## config.mk

```make
export PLATFORM = sky130hd
export DESIGN_NAME = ifu_fetch_queue_flat
export DESIGN_NICKNAME = d
export VERILOG_FILES = /design/src/rtl/ifu_fetch_queue_if.sv /design/src/rtl/ifu_fetch_queue.sv /design/src/flat_wrapper.sv
export SDC_FILE = /design/constraint.sdc
export NUM_CORES = 1
export LEC_CHECK = 0
export CAP_MARGIN = 30
export CELL_PAD_IN_SITES_DETAIL_PLACEMENT = 0
export CELL_PAD_IN_SITES_GLOBAL_PLACEMENT = 1
export CORE_ASPECT_RATIO = 0.6
export CORE_UTILIZATION = 45
export DETAILED_ROUTE_END_ITERATION = 7
export GPL_TIMING_DRIVEN = 0
export PLACE_DENSITY_LB_ADDON = 0.08
export SLEW_MARGIN = 10
export SYNTH_ARGS = -nofsm -noshare
export SYNTH_HDL_FRONTEND = slang
export SYNTH_SLANG_ARGS = --single-unit
```

## constraint.sdc

```tcl
create_clock -name clk -period 5.95 [get_ports clk]
set_input_delay 0.595 -clock clk [delete_from_list [all_inputs] [get_ports clk]]
set_output_delay 0.595 -clock clk [all_outputs]
set_load 0.02 [all_outputs]
```

## src/rtl/ifu_fetch_queue_if.sv

```systemverilog
// AXI read-channel bundle between the fetch unit (master) and the instruction memory (slave).
interface ifu_fetch_queue_if #(
  parameter int CPU_W  = 32,
  parameter int ADDR_W = 32,
  parameter int ID_W   = 4
);
  logic              arvalid;
  logic              arready;
  logic [ID_W-1:0]   arid;
  logic [ADDR_W-1:0] araddr;
  logic [7:0]        arlen;
  logic [2:0]        arsize;
  logic [1:0]        arburst;
  logic              rvalid;
  logic              rready;
  logic [CPU_W-1:0]  rdata;
  logic [1:0]        rresp;
  logic              rlast;

  modport master (
    output arvalid, arid, araddr, arlen, arsize, arburst, rready,
    input  arready, rvalid, rdata, rresp, rlast
  );

  modport slave (
    input  arvalid, arid, araddr, arlen, arsize, arburst, rready,
    output arready, rvalid, rdata, rresp, rlast
  );
endinterface

```

## src/rtl/ifu_fetch_queue.sv

```systemverilog
// Instruction fetch unit: credit-limited single-beat AXI reads feeding a PC+instruction queue.
// Optional macro IFU_RRESP_ERR_EN adds the inst_fault output driven from rresp[1].
module ifu_fetch_queue #(
  parameter int                CPU_W     = 32,
  parameter int                ADDR_W    = 32,
  parameter int                ID_W      = 4,
  parameter int                FETCH_ID  = 0,
  parameter int                OST_NUM   = 4,
  parameter int                Q_DEPTH   = 4,
  parameter logic [ADDR_W-1:0] BASE_ADDR = 32'h0,
  parameter logic [CPU_W-1:0]  RESET_PC  = 32'h0
) (
  input  logic                     clk,
  input  logic                     rst_n,
  input  logic                     enable,
  input  logic                     redirect_en,
  input  logic [CPU_W-1:0]         redirect_pc,
  ifu_fetch_queue_if.master        axi,
  output logic                     inst_valid,
  input  logic                     inst_ready,
  output logic [CPU_W-1:0]         inst_pc,
  output logic [CPU_W-1:0]         inst_data,
`ifdef IFU_RRESP_ERR_EN
  output logic                     inst_fault,
`endif
  output logic [$clog2(OST_NUM):0] ost_cnt
);
  localparam int CW  = $clog2(OST_NUM) + 1;
  localparam int QW  = $clog2(Q_DEPTH) + 1;
  localparam int QPW = $clog2(Q_DEPTH);
  localparam int OPW = (OST_NUM > 1) ? $clog2(OST_NUM) : 1;
  localparam int SW  = CW + QW + 1;

  logic [CPU_W-1:0]  fetch_pc_r;
  logic [CPU_W-1:0]  req_pc_r;
  logic              arvalid_r;
  logic [ADDR_W-1:0] araddr_r;
  logic              ar_drop_r;
  logic [CW-1:0]     ost_r;
  logic [CW-1:0]     drop_r;
  logic [CPU_W-1:0]  pcf_mem_r [1 << OPW];
  logic [OPW-1:0]    pcf_wp_r;
  logic [OPW-1:0]    pcf_rp_r;
  logic [CPU_W-1:0]  q_pc_r    [Q_DEPTH];
  logic [CPU_W-1:0]  q_data_r  [Q_DEPTH];
  logic              q_flt_r   [Q_DEPTH];
  logic [QPW-1:0]    q_wp_r;
  logic [QPW-1:0]    q_rp_r;
  logic [QW-1:0]     q_cnt_r;

  logic          ar_hs_s, r_hs_s, drop_hit_s, q_push_s, q_pop_s, pend_s;
  logic          credit_s, issue_s;
  logic [SW-1:0] inflight_s, qload_s;
  logic [CW-1:0] ost_nxt_s, drop_nxt_s;
  logic          unused_s;

  assign ar_hs_s    = arvalid_r & axi.arready;
  assign r_hs_s     = axi.rvalid;
  assign drop_hit_s = r_hs_s & (drop_r != {CW{1'b0}});
  assign q_push_s   = r_hs_s & ~drop_hit_s & ~redirect_en;
  assign q_pop_s    = inst_valid & inst_ready & ~redirect_en;
  // A raised-but-unaccepted AR already owns a slot unless a redirect has charged it to drop_r.
  assign pend_s     = arvalid_r & ~ar_drop_r;
  assign inflight_s = SW'(drop_r) + SW'(ost_r) + SW'(pend_s);
  assign qload_s    = SW'(ost_r) + SW'(pend_s) + SW'(q_cnt_r) - SW'(q_pop_s);
  assign credit_s   = enable & ~redirect_en & (inflight_s < SW'(OST_NUM)) & (qload_s < SW'(Q_DEPTH));
  assign issue_s    = credit_s & (~arvalid_r | ar_hs_s);

  // Next outstanding/drop counts; a redirect moves every live request into the drop budget.
  always_comb begin
    ost_nxt_s  = ost_r;
    drop_nxt_s = drop_r;
    if (redirect_en) begin
      ost_nxt_s  = {CW{1'b0}};
      drop_nxt_s = CW'(SW'(drop_r) + SW'(ost_r) + SW'(pend_s) - SW'(r_hs_s));
    end else begin
      ost_nxt_s  = ost_r + CW'(ar_hs_s & ~ar_drop_r) - CW'(r_hs_s & ~drop_hit_s);
      drop_nxt_s = drop_r - CW'(drop_hit_s);
    end
  end

  // AR channel, fetch PC and request bookkeeping.
  always_ff @(posedge clk or negedge rst_n) begin
    if (!rst_n) begin
      fetch_pc_r <= RESET_PC;
      req_pc_r   <= {CPU_W{1'b0}};
      arvalid_r  <= 1'b0;
      araddr_r   <= {ADDR_W{1'b0}};
      ar_drop_r  <= 1'b0;
      ost_r      <= {CW{1'b0}};
      drop_r     <= {CW{1'b0}};
    end else begin
      ost_r  <= ost_nxt_s;
      drop_r <= drop_nxt_s;
      if (redirect_en) begin
        fetch_pc_r <= redirect_pc;
        arvalid_r  <= arvalid_r & ~ar_hs_s;
        ar_drop_r  <= arvalid_r & ~ar_hs_s;
      end else if (issue_s) begin
        arvalid_r  <= 1'b1;
        araddr_r   <= BASE_ADDR + ADDR_W'(fetch_pc_r);
        req_pc_r   <= fetch_pc_r;
        fetch_pc_r <= fetch_pc_r + CPU_W'(32'd4);
        ar_drop_r  <= 1'b0;
      end else if (ar_hs_s) begin
        arvalid_r  <= 1'b0;
        ar_drop_r  <= 1'b0;
      end else begin
        arvalid_r  <= arvalid_r;
      end
    end
  end

  // PC side-FIFO: one entry per accepted AR, consumed by every response (kept or dropped).
  always_ff @(posedge clk or negedge rst_n) begin
    if (!rst_n) begin
      pcf_wp_r <= {OPW{1'b0}};
      pcf_rp_r <= {OPW{1'b0}};
      for (int i = 0; i < (1 << OPW); i++) pcf_mem_r[i] <= {CPU_W{1'b0}};
    end else begin
      if (ar_hs_s) begin
        pcf_mem_r[pcf_wp_r] <= req_pc_r;
        pcf_wp_r            <= pcf_wp_r + OPW'(1'b1);
      end
      if (r_hs_s) begin
        pcf_rp_r <= pcf_rp_r + OPW'(1'b1);
      end
    end
  end

  // Instruction queue; redirect empties it regardless of a concurrent push or pop.
  always_ff @(posedge clk or negedge rst_n) begin
    if (!rst_n) begin
      q_wp_r  <= {QPW{1'b0}};
      q_rp_r  <= {QPW{1'b0}};
      q_cnt_r <= {QW{1'b0}};
      for (int i = 0; i < Q_DEPTH; i++) begin
        q_pc_r[i]   <= {CPU_W{1'b0}};
        q_data_r[i] <= {CPU_W{1'b0}};
        q_flt_r[i]  <= 1'b0;
      end
    end else if (redirect_en) begin
      q_wp_r  <= {QPW{1'b0}};
      q_rp_r  <= {QPW{1'b0}};
      q_cnt_r <= {QW{1'b0}};
    end else begin
      if (q_push_s) begin
        q_pc_r[q_wp_r]   <= pcf_mem_r[pcf_rp_r];
        q_data_r[q_wp_r] <= axi.rdata;
        q_flt_r[q_wp_r]  <= axi.rresp[1];
        q_wp_r           <= q_wp_r + QPW'(1'b1);
      end
      if (q_pop_s) begin
        q_rp_r <= q_rp_r + QPW'(1'b1);
      end
      q_cnt_r <= q_cnt_r + QW'(q_push_s) - QW'(q_pop_s);
    end
  end

  assign inst_valid  = (q_cnt_r != {QW{1'b0}});
  assign inst_pc     = inst_valid ? q_pc_r[q_rp_r]   : {CPU_W{1'b0}};
  assign inst_data   = inst_valid ? q_data_r[q_rp_r] : {CPU_W{1'b0}};
  assign ost_cnt     = ost_r;

  assign axi.arvalid = arvalid_r;
  assign axi.araddr  = araddr_r;
  assign axi.arid    = ID_W'(FETCH_ID);
  assign axi.arlen   = 8'd0;
  assign axi.arsize  = 3'b010;
  assign axi.arburst = 2'b01;
  assign axi.rready  = 1'b1;

`ifdef IFU_RRESP_ERR_EN
  assign inst_fault  = inst_valid & q_flt_r[q_rp_r];
  assign unused_s    = ^{axi.rlast, axi.rresp[0]};
`else
  assign unused_s    = ^{axi.rlast, axi.rresp};
`endif
endmodule

```

## src/flat_wrapper.sv

```systemverilog
// flat-port wrapper written by rule: the top's interface ports become plain ports
module ifu_fetch_queue_flat 
#(
  parameter int                CPU_W     = 32,
  parameter int                ADDR_W    = 32,
  parameter int                ID_W      = 4,
  parameter int                FETCH_ID  = 0,
  parameter int                OST_NUM   = 4,
  parameter int                Q_DEPTH   = 4,
  parameter logic [ADDR_W-1:0] BASE_ADDR = 32'h0,
  parameter logic [CPU_W-1:0]  RESET_PC  = 32'h0
)
  (clk, rst_n, enable, redirect_en, redirect_pc, inst_valid, inst_ready, inst_pc, inst_data, ost_cnt, axi_arvalid, axi_arid, axi_araddr, axi_arlen, axi_arsize, axi_arburst, axi_rready, axi_arready, axi_rvalid, axi_rdata, axi_rresp, axi_rlast);
  ifu_fetch_queue_if #(.CPU_W(CPU_W), .ADDR_W(ADDR_W), .ID_W(ID_W)) axi_i ();
  input  logic clk;
  input  logic rst_n;
  input  logic enable;
  input  logic redirect_en;
  input  logic [CPU_W-1:0] redirect_pc;
  output logic inst_valid;
  input  logic inst_ready;
  output logic [CPU_W-1:0] inst_pc;
  output logic [CPU_W-1:0] inst_data;
  output logic [$clog2(OST_NUM):0] ost_cnt;
  output wire logic [$bits(axi_i.arvalid)-1:0] axi_arvalid;
  output wire logic [$bits(axi_i.arid)-1:0] axi_arid;
  output wire logic [$bits(axi_i.araddr)-1:0] axi_araddr;
  output wire logic [$bits(axi_i.arlen)-1:0] axi_arlen;
  output wire logic [$bits(axi_i.arsize)-1:0] axi_arsize;
  output wire logic [$bits(axi_i.arburst)-1:0] axi_arburst;
  output wire logic [$bits(axi_i.rready)-1:0] axi_rready;
  input wire logic [$bits(axi_i.arready)-1:0] axi_arready;
  input wire logic [$bits(axi_i.rvalid)-1:0] axi_rvalid;
  input wire logic [$bits(axi_i.rdata)-1:0] axi_rdata;
  input wire logic [$bits(axi_i.rresp)-1:0] axi_rresp;
  input wire logic [$bits(axi_i.rlast)-1:0] axi_rlast;
  assign axi_arvalid = axi_i.arvalid;
  assign axi_arid = axi_i.arid;
  assign axi_araddr = axi_i.araddr;
  assign axi_arlen = axi_i.arlen;
  assign axi_arsize = axi_i.arsize;
  assign axi_arburst = axi_i.arburst;
  assign axi_rready = axi_i.rready;
  assign axi_i.arready = axi_arready;
  assign axi_i.rvalid = axi_rvalid;
  assign axi_i.rdata = axi_rdata;
  assign axi_i.rresp = axi_rresp;
  assign axi_i.rlast = axi_rlast;
  ifu_fetch_queue #(.CPU_W(CPU_W), .ADDR_W(ADDR_W), .ID_W(ID_W), .FETCH_ID(FETCH_ID), .OST_NUM(OST_NUM), .Q_DEPTH(Q_DEPTH), .BASE_ADDR(BASE_ADDR), .RESET_PC(RESET_PC)) u_core (.clk(clk), .rst_n(rst_n), .enable(enable), .redirect_en(redirect_en), .redirect_pc(redirect_pc), .axi(axi_i), .inst_valid(inst_valid), .inst_ready(inst_ready), .inst_pc(inst_pc), .inst_data(inst_data), .ost_cnt(ost_cnt));
endmodule
```

==> impl_metrics.json <==
{
  "status": "completed",
  "maxSlewHeadroom": 0.3979,
  "reg2reg_depth": 16,
  "grt_overflow": 0,
  "yosys_warnings": 0,
  "ir_drop_mv": 0.2315,
  "design_area_sq_um": 25520,
  "power_density_nw_per_um2": 420.2,
  "post_cts_buffers": 0,
  "hpwl_mm": 35.57,
  "portBuffers": 170,
  "layout.nets": 1846,
  "synth_common_cells": "dfrtp_1 (467), mux2_2 (388), nand2_1 (118)",
  "clk_path_buf_depth": 3,
  "die_w_microns": 283.6,
  "seq_area_frac_synth": 0.5458,
  "drtIter0Drc": 757,
  "first_global_vias": 13750,
  "final.setup.tns_ns": 0,
  "setup_violations": 0,
  "reg2reg_from": "u_core.q_cnt_r[1]",
  "wirelength_mm": 51.08,
  "cts_resized": 0,
  "rrSetupSlack_ns": 1.42,
  "cp_num_buf_inv": 6,
  "fin_crit_ns": 4.631,
  "place.gp.congestion": 0.8363,
  "initial_utilization": 0.4592,
  "dpl_cell_area_sq_um": 24080,
  "row_count": 61,
  "via_count": 12940,
  "antenna_found_initial": 0,
  "grt_usage": 0.2182,
  "synthArstFlopShare": 1.000,
  "min-delay-start": "u_core.fetch_pc_r[1]",
  "antenna_cells": 0,
  "clockRootBuffer": "clkbuf_16",
  "clk_pin_slew_ns": 0.06,
  "drt_first_pass_iters": 5,
  "cts_hold_buf": 1,
  "post-synth-top-count-cell": "dfrtp_1",
  "cp_max_fo": 10,
  "timing.final.crit_share": 0.7783,
  "drc": 0,
  "cts_tree": "done",
  "p_leak_nw": 12.07,
  "hold_class": "register to register",
  "critPathCaptureType": "register",
  "critPathKind": "input port to register",
  "yosysUniqueCellTypes": 52,
  "syn_area_per_cell_sq_um": 14.28,
  "drv_cap": 0,
  "hold_path_depth": 2,
  "syn-cell-area_sq_um": 21410,
  "clock_sinks": 467,
  "cp_slowest_cell": "buf_1",
  "grt.met3_usage": 0.03333,
  "drv_slew": 0,
  "numCtsBuffers": 45,
  "detail_route.wl_per_cell_microns": 21.30,
  "clk_latency_ns": 0.56,
  "crit_path_max_incr_delay_ns": 0.74,
  "synthCells": 1500,
  "grt_pass1_wl_mm": 81.77,
  "crit_family": "buffers and inverters",
  "die_area_sq_um": 48490,
  "tightest_slew_ns": 0.9031,
  "core_area_sq_um": 46630,
  "met1_usage": 0.3293,
  "met2_usage": 0.3347,
  "synth-edff-count": 0,
  "fmax_mhz": 216.0,
  "busiest_layer": "met2",
  "critPathRequiredTime_ns": 6.40,
  "crit_arrival_ns": 5.09,
  "rr_endpoint": "u_core.fetch_pc_r[29]",
  "final_cell_count_no_fill": 2398,
  "h-tree-depth": 2,
  "detail-route-antenna-nets": 0,
  "whs_endpoint": "u_core.req_pc_r[1]",
  "start_kind": "input port",
  "via_per_inst": 5.398,
  "fin_skew_ns": 0.01554,
  "ys.flop_type": "dfrtp_1",
  "die_h_microns": 171.0,
  "power_mw": 10.72,
  "drive_above_1_share": 0.3382,
  "yosys.area.top_type": "dfrtp_1",
  "yosys-top-cells-area": "dfrtp_1 (55%), mux2_2 (20%), mux4_2 (10%)",
  "rsz0062_at_grt": "no",
  "dp_cells": 2320,
  "area_growth_pct": 19.19,
  "ys_ff_latch": 467,
  "cp_cell_sequence": "clkbuf_1 > clkbuf_1 > buf_1 > nor2_1 > ha_1 > inv_1 > ha_1 > and3b_1 > or4_1 > o21a_1 > nor2_2 > buf_4 > buf_4 > nand2_1 > o221ai_1",
  "finalHoldViolCount": 0,
  "num_io_pins": 193,
  "grt_max_degree": 108,
  "fillCellCount": 3882,
  "yosysTopAreaCellShare": 0.5458
}
==> cells by family (layout without fill, tap and decap cells) <==
logic type / count (synthesis) / in the layout / share of synthesized area
other cells: 2 / 18 / 0.0003507
fa+ha+maj: 33 / 33 / 0.02069
mux: 487 / 487 / 0.3064
compound gates: 83 / 83 / 0.02589
flops: 467 / 467 / 0.5458
simple gates: 272 / 272 / 0.06451
buf+inv: 139 / 391 / 0.02945
xor+xnor: 17 / 17 / 0.006954
==> per-layer routing <==
layer,up-vias,part of all wire
met5,-,0
met4,0,0.017
met3,68,0.044
met2,289,0.44
met1,6710,0.49
li1,5877,-
==> power breakdown <==
part | internal (mW) | total, mW | switching [mW]
Clock | 1.60 | 2.81 | 1.22
Sequential | 3.88 | 4.41 | 0.529
Combinational | 1.71 | 3.50 | 1.79
Total | 7.19 | 10.7 | 3.53
==> layout make-up <==
| type | instances | area (sq um) | share of cell area |
|---|---|---|---|
| Buffer | 106 | 506.7 | 0.01985 |
| Clock buffer | 69 | 1348 | 0.05280 |
| Clock inverter | 7 | 71.32 | 0.002794 |
| Inverter | 33 | 123.9 | 0.004853 |
| Multi-Input combinational cell | 910 | 9156 | 0.3588 |
| Sequential cell | 467 | 11690 | 0.4579 |
| Tap cell | 630 | 788.3 | 0.03089 |
| Timing Repair Buffer | 176 | 1842 | 0.07216 |
==> worst max-delay path by stage <==
stage	from	to	slack, ns	cells after the start
after floorplan	redirect_en	u_core.fetch_pc_r[10]	2.31	14
after global placement	rst_n	u_core.pcf_mem_r[35]	-16.36	1
after detailed placement	redirect_en	u_core.fetch_pc_r[29]	0.78	15
after CTS	redirect_en	u_core.fetch_pc_r[29]	1.35	15
after global routing	redirect_en	u_core.fetch_pc_r[29]	1.05	15
final	redirect_en	u_core.fetch_pc_r[29]	1.32	15
==> layout by cell type (no fill, tap or decap), drive strengths merged, types with 16 or more instances in the layout <==
master	count
nor2	17
buf	60
clkdlybuf4s50	169
inv	33
mux4	96
o21ai	33
nand2	118
mux2	388
conb	18
ha	29
nand3	16
dfrtp	467
and2	67
clkbuf	121
==> metrics by stage <==
step                setup WS (ns)  hold WS [ns]  utilization
CTS                         1.350        0.4707       0.5470
finish                      1.319        0.4691       0.5473
global placement           -16.36        0.4565       0.5139
floorplan                   2.310        0.2994            -
detailed placement         0.7825        0.4563       0.5163
global route                1.045        0.5066       0.5473
==> sequential cells by signal, summed over array words and instances (netlist names) <==
register	flops
u_core.ar_drop_r	1
u_core.axi.arvalid	1
u_core.drop_r	3
u_core.fetch_pc_r	32
u_core.ost_cnt	3
u_core.pcf_mem_r	128
u_core.pcf_rp_r	2
u_core.pcf_wp_r	2
u_core.q_cnt_r	3
u_core.q_data_r	128
u_core.q_pc_r	128
u_core.q_rp_r	2
u_core.q_wp_r	2
u_core.req_pc_r	32
==> worst min-delay path, delay by kind of cell (launching register included) <==
family	cells	cell delay [ns]
flip-flops	1	0.34
AND/OR/NAND/NOR	2	0.10
No activity file was read; power rests on OpenSTA's default activity.
